## src/rtl/instr_fetch_unit.sv

```systemverilog
// PC / instruction-register stage in front of instr_memory: sequences fetches, hands
// instructions to decode over valid/ready, takes redirects and traps bad PCs.
module instr_fetch_unit #(
    parameter int unsigned           DATA_WIDTH = 32,
    parameter int unsigned           ADDR_WIDTH = 32,
    parameter logic [ADDR_WIDTH-1:0] TEXT_BASE  = 32'h0040_0000,
    parameter logic [ADDR_WIDTH-1:0] RESET_PC   = 32'h0040_0000,
    parameter int unsigned           MEM_WORDS  = 1024
) (
    input  logic                  clk,
    input  logic                  rst_n,
    input  logic                  start,
    output logic [ADDR_WIDTH-1:0] imem_addr,
    input  logic [DATA_WIDTH-1:0] imem_rd,
    output logic                  instr_valid,
    input  logic                  instr_ready,
    output logic [DATA_WIDTH-1:0] instr,
    output logic [ADDR_WIDTH-1:0] pc,
    output logic [ADDR_WIDTH-1:0] pc_plus4,
    input  logic                  redirect_valid,
    input  logic [ADDR_WIDTH-1:0] redirect_pc,
    output logic                  fault
);

    typedef enum logic [1:0] {
        IDLE  = 2'd0,
        FETCH = 2'd1,
        VALID = 2'd2,
        FAULT = 2'd3
    } state_t;

    state_t                  state;
    state_t                  state_next;
    logic [ADDR_WIDTH-1:0]   pc_next;
    logic [ADDR_WIDTH-1:0]   cand_pc;
    logic [ADDR_WIDTH-1:0]   cand_word;
    logic                    cand_bad;
    logic                    load_pc;
    logic                    instr_load;

    // imem_addr and pc_plus4 are pure functions of the pc register
    assign imem_addr = (pc - TEXT_BASE) >> 2;
    assign pc_plus4  = pc + ADDR_WIDTH'(4);

    // Next-state logic; a new pc is range-checked before it is loaded
    always_comb begin
        state_next = state;
        pc_next    = pc;
        cand_pc    = pc + ADDR_WIDTH'(4);
        load_pc    = 1'b0;
        instr_load = 1'b0;
        cand_word  = '0;
        cand_bad   = 1'b0;

        case (state)
            IDLE: begin
                if (start) begin
                    state_next = FETCH;
                end
            end
            FETCH: begin
                if (redirect_valid) begin
                    cand_pc = redirect_pc;
                    load_pc = 1'b1;
                end else begin
                    instr_load = 1'b1;
                    state_next = VALID;
                end
            end
            VALID: begin
                if (redirect_valid) begin
                    cand_pc = redirect_pc;
                    load_pc = 1'b1;
                end else if (instr_ready) begin
                    load_pc = 1'b1;
                end
            end
            default: begin
                state_next = FAULT;
            end
        endcase

        // A pc+4 wrap lands below TEXT_BASE and is caught by the lower-bound test
        cand_word = (cand_pc - TEXT_BASE) >> 2;
        cand_bad  = (cand_pc[1:0] != 2'b00) || (cand_pc < TEXT_BASE) ||
                    (cand_word >= ADDR_WIDTH'(MEM_WORDS));

        if (load_pc) begin
            pc_next    = cand_pc;
            state_next = cand_bad ? FAULT : FETCH;
        end
    end

    always_ff @(posedge clk or negedge rst_n) begin
        if (!rst_n) begin
            state       <= IDLE;
            pc          <= RESET_PC;
            instr       <= '0;
            instr_valid <= 1'b0;
            fault       <= 1'b0;
        end else begin
            state       <= state_next;
            pc          <= pc_next;
            instr_valid <= (state_next == VALID);
            fault       <= (state_next == FAULT);
            if (instr_load) begin
                instr <= imem_rd;
            end
        end
    end

endmodule

```

## config.mk

```make
export PLATFORM = sky130hd
export DESIGN_NAME = instr_fetch_unit
export DESIGN_NICKNAME = d
export VERILOG_FILES = /design/src/rtl/instr_fetch_unit.sv
export SDC_FILE = /design/constraint.sdc
export NUM_CORES = 1
export LEC_CHECK = 0
export ABC_AREA = 1
export CORE_UTILIZATION = 35
export CTS_CLUSTER_DIAMETER = 150
export DETAILED_ROUTE_END_ITERATION = 8
export GPL_TIMING_DRIVEN = 0
export PLACE_DENSITY_LB_ADDON = 0.12
export SETUP_SLACK_MARGIN = 0.15
export SLEW_MARGIN = 20
export SYNTH_ARGS = -nofsm -noshare
export SYNTH_HDL_FRONTEND = slang
export SYNTH_SLANG_ARGS = --single-unit
```

## constraint.sdc

```tcl
create_clock -name clk -period 3.3 [get_ports clk]
set_input_delay 0.99 -clock clk [delete_from_list [all_inputs] [get_ports clk]]
set_output_delay 0.99 -clock clk [all_outputs]
set_load 0.03 [all_outputs]
```

# Word level (Yosys, flattened, before mapping)
# Index checks and enable logic that the tools add are counted.
totals:
  register_bits: 68
  input_bits: 69
  out_inout_bits: 130
  wordCells: 32
op_classes:
  n_addsub: 3
  magnitude_cmp: 2
  n_eq_ne: 4
  muxes: 13
  n_reduce_logical: 5
op_table:
  columns: ["op", "count"]
  rows:
  - ["32-bit two-way mux", 2]
  - ["32-bit by 23-bit subtractor with 32-bit output (second input constant)", 2]
  - ["32-bit by 3-bit adder with 32-bit output (second input constant)", 1]
  - ["32-bit by 23-bit < comparator with 1-bit output (second input constant)", 1]
  - ["30-bit by 11-bit >= comparator with 1-bit output (second input constant)", 1]
  - ["2-bit two-way mux", 4]
  - ["2-bit equality test (second input constant)", 3]
  - ["2-bit one-hot mux with 3 select lines", 1]
  - ["1-bit two-way mux", 5]
  - ["2-bit by 1-bit equality test with 1-bit output (second input constant)", 1]
  - ["2-bit zero test", 1]
  - ["1-bit logical OR", 2]
  - ["1-bit one-hot mux with 2 select lines", 1]
  - ["2-bit nonzero test", 1]
  - ["2-bit OR reduction", 1]

# Depth between registers and ports, before layout
logic_depth:
  ltp_word: 9
  ltp_mapped: 18
  depth_no_buf: 17

# Least setup slack after synthesis
# Ideal clock, no wire load.
synth_timing:
  path_type: "flip-flop to output port"
  start: "register pc[2]"
  end: "output pc_plus4[26]"
  t_arrival_ns: 2.021
  setup_slack_ns: 0.289
  path_stages_with_launch: 10
  n_path_buf: 0
  cell_sequence: "dfrtp_1 > ha_1 > inv_1 > nor2_4 > nand2_2 > nor2_4 > nand2_4 > clkinv_2 > nand2_1 > xor2_1"
synth_between:
  elab_chain_len: 1
synth_rtl:
  columns: ["element", "line_no", "source"]
  rows:
  - ["start, declared", "18", "output logic [ADDR_WIDTH-1:0] pc,"]
  - ["start signal, assigned", "103", "pc <= pc_next;"]
  - ["32-bit by 3-bit adder with 32-bit output", "43", "assign pc_plus4 = pc + ADDR_WIDTH'(4);"]
  - ["end, declared", "19", "output logic [ADDR_WIDTH-1:0] pc_plus4,"]
# Every way passes these cells.

# Worst setup path after layout
layout_timing:
  start: "register pc[2]"
  end: "output pc_plus4[11]"
# Same word-level chain as after synthesis.

==> flow_metrics.tcl <==
set metrics [dict create \
    power_mw 7.61 \
    path_clk_slew_ns 0.06 \
    synth.avg_cell_area_um2 6.79 \
    fill_cells 1234 \
    cts_max_path_buffers 2 \
    dpl.hpwl_mm 11.9 \
    grt-ovfl-total 0 \
    critPathBufInv 3 \
    place_ws_ns -0.202 \
    nets 955 \
    first_global_vias 4700 \
    powerDensity_mw_per_mm2 1080 \
    h-tree-depth 3 \
    cts_made_buffers 9 \
    path_class "flop to output port" \
    synth.area.top_cells "dfrtp_1 37%, nand2_1 23%, inv_1 4.8%" \
    utilization_pct 56.0 \
    timing.rr.start "state[0]" \
    synth_xor_area_share_pct 2.70 \
    hold_ws_ns 0.469 \
    seq_area_mm2 0.00171 \
    crit_family "buffers and inverters" \
    end_kind "output port" \
    area_growth_pct 56.4 \
    finClkSkew_ns 0.00347 \
    dp_cells 1033 \
    vias 4941 \
    ios 199 \
    max_stage_delay_ns 0.67 \
    grt_antenna_before_repair 0 \
    die-width_um 115 \
    max_cap_viol_count 0 \
    viasPerCell 4.69 \
    place_congestion 0.853 \
    synthDominantCellAreaShare_pct 37.2 \
    antenna_cells 0 \
    die-height_um 115 \
    grt_max_degree 47 \
    fin_area_mm2 0.00704 \
    drc 0 \
    slew_viol_final 0 \
    holdPathStages 2 \
    achievable-frequency_mhz 321 \
    synth-edff-count 0 \
    cts.sinks 68 \
    drt_iter0_markers 272 \
    rrSetupSlack_ns 0.74 \
    worstMarginPinSlew_ns 0.617 \
    stdcell_count 1054 \
    start_kind "flop" \
    hold_viol 0 \
    synth_top_family_by_area "simple AND/OR/NAND/NOR gates" \
    cp_cell_sequence "buf_4 -> inv_1 -> nor2_4 -> nand4_1 -> nand2_1 -> clkdlybuf4s50_1" \
    crit_path_max_fanout 8 \
    synthArstFlopShare_pct 100 \
    status "completed" \
    cts_root_buffer "clkbuf_16" \
    ff2ff_path_depth 15 \
    core_area_mm2 0.0126 \
    drive_above_1_share_pct 13.7 \
    wire_per_inst_um 14.4 \
    min_to "instr[31]" \
    r2r_end "state[1]" \
    yosys.area_share.simple_pct 40.1 \
    ir_drop_mv 0.461 \
    die_area_mm2 0.0133 \
    synthDistinctLibCells 34 \
    clkLatencyLatePin_ns 0.34 \
    place_area_mm2 0.00671 \
    ant_nets 0 \
    start_util_pct 35.8 \
    rsz0062_at_grt "true" \
    crit_slowest_cell "clkdlybuf4s50_1" \
    synth_top_area_cell "dfrtp_1" \
    cts_tree "done" \
    port_buffers 196 \
    hold_path_class "flop to flop" \
    slew_headroom_pct 58.9 \
    yosys_register_bits 68 \
    setup_viol 0 \
    rows 41 \
    final.period_utilization_pct 94.4 \
    yosys.area_share.adder_pct 2.22 \
    critical_path_required_ns 2.31 \
    syn_area_mm2 0.00450 \
    synthCells 663 \
    synth_mux_area_share_pct 0.445 \
    leakagePower_nw 3.39 \
    ys.flop_type "dfrtp_1" \
    synth-compound-area-share_pct 5.86 \
    tns_ns 0 \
    drt-total-wl_mm 15.1 \
    dr.pass1.iters 4 \
    worst_slack_ns 0.186 \
    hold_path_startpoint "instr[31]" \
    ys_warn_count 0 \
    multi_input_area_mm2 0.00235 \
    ys_seq_area_share_pct 37.8 \
    grt_use_total_pct 23.0 \
    grt_pass1_wl_mm 23.3 \
    ctsHoldBuffers 0 \
    crit_arrival_ns 2.12 \
    post-route-min-period_ns 3.11 \
]
-- power breakdown --
group / switching [mW] / total (mW) / leakage [nW] / internal [mW]
logic: 3.08 / 4.97 / 2.39 / 1.89
clock network: 0.382 / 1.04 / 0.151 / 0.658
registers: 0.390 / 1.60 / 0.848 / 1.21
-- cells by family (layout without fill, tap and decap cells) --
group	Yosys count	after routing
fa+ha+maj	8	8
buf+inv	102	320
flops	68	68
xor+xnor	13	13
other cells	1	2
compound gates	51	51
simple gates	418	418
mux	2	2
-- worst max-delay path by stage --
stage / start / to / slack [ns] / depth (start not counted)
2_1_floorplan: pc[2] / pc_plus4[26] / 0.29 / 9
3_3_place_gp: rst_n / instr[10] / -1.28 / 1
3_5_place_dp: pc[2] / pc_plus4[26] / -0.20 / 10
4_1_cts: pc[2] / pc_plus4[26] / 0.02 / 10
5_1_grt: pc[2] / pc_plus4[26] / 0.08 / 10
6_report: pc[2] / pc_plus4[11] / 0.19 / 6
-- cell type report --
| class | instances | share of cell area [%] |
|---|---|---|
| plain buffers | 44 | 3.89 |
| clock buffers | 9 | 3.20 |
| clock inverters | 6 | 1.28 |
| inverters | 58 | 3.11 |
| multi-input cells | 494 | 33.4 |
| flip-flops and latches | 68 | 24.3 |
| well taps | 172 | 3.06 |
| repair buffers | 203 | 27.8 |
-- cells in the final DEF, fill, tap and decap left out, types with 2 or more instances in the layout --
master           Yosys  routed
nand2_1            278     278
clkdlybuf4s50_1      0     164
dfrtp_1             67      63
inv_1               57      57
nor2_1              47      46
nand3_1             38      38
o21ai_0             38      38
buf_4               25      36
clkbuf_1            15      13
clkbuf_2             0      13
or2_2               12      12
dlygate4sd2_1        0      12
nand2_2             10      10
xor2_1              11       9
clkbuf_16            0       9
nor2_4               7       7
ha_1                 8       7
nor2_2               5       6
nand4_1              5       5
a21oi_1              5       5
nand3_2              4       4
o21ai_1              4       4
and2_1               4       4
dfrtp_2              0       4
nor3_1               4       3
xor2_2               1       3
clkbuf_4             0       3
nand3b_1             2       2
clkinv_2             1       2
mux2i_1              2       2
conb_1               1       2
bufinv_16            0       2
clkinv_4             0       2
clkdlybuf4s15_1      0       2
-- worst register-to-register path, delay by kind of cell (launching register included) --
family,cells,cell delay [ns]
DFF,1,0.39
buffers and inverters,5,0.80
and+or+nand+nor,9,0.92
adders and majority gates,1,0.33
-- cells in the mapped netlist (5+ instances only) --
cell      count
a21oi_1       5
nor2_4        7
o21ai_0      38
nand2_1     278
dfrtp_1      67
nand4_1       5
xor2_1       11
nor2_2        5
or2_2        12
nand3_1      38
buf_4        25
ha_1          8
inv_1        57
nand2_2      10
clkbuf_1     15
nor2_1       47
-- metal layers --
layer	up-vias	wire length (µm)	GRT usage, %
met1	2277	6160	26.6
met2	188	7420	40.2
met3	21	1250	6.33
met5	-	0	0
met4	0	310	9.35
li1	2455	-	-
-- what timing repair did --
item / in CTS / in global routing
pin swaps: 1 / 1
resized for setup: 53 / 43
hold endpoints to repair: 0 / 0
setup endpoints to repair: 30 / 26
buffers inserted: 4 / 2
-- state kept, by name, summed over array words and instances, names as in the netlist --
name and flops:
pc 32, instr 32, fault 1, state 2
instr_valid 1
No activity file was read; power rests on OpenSTA's default activity.
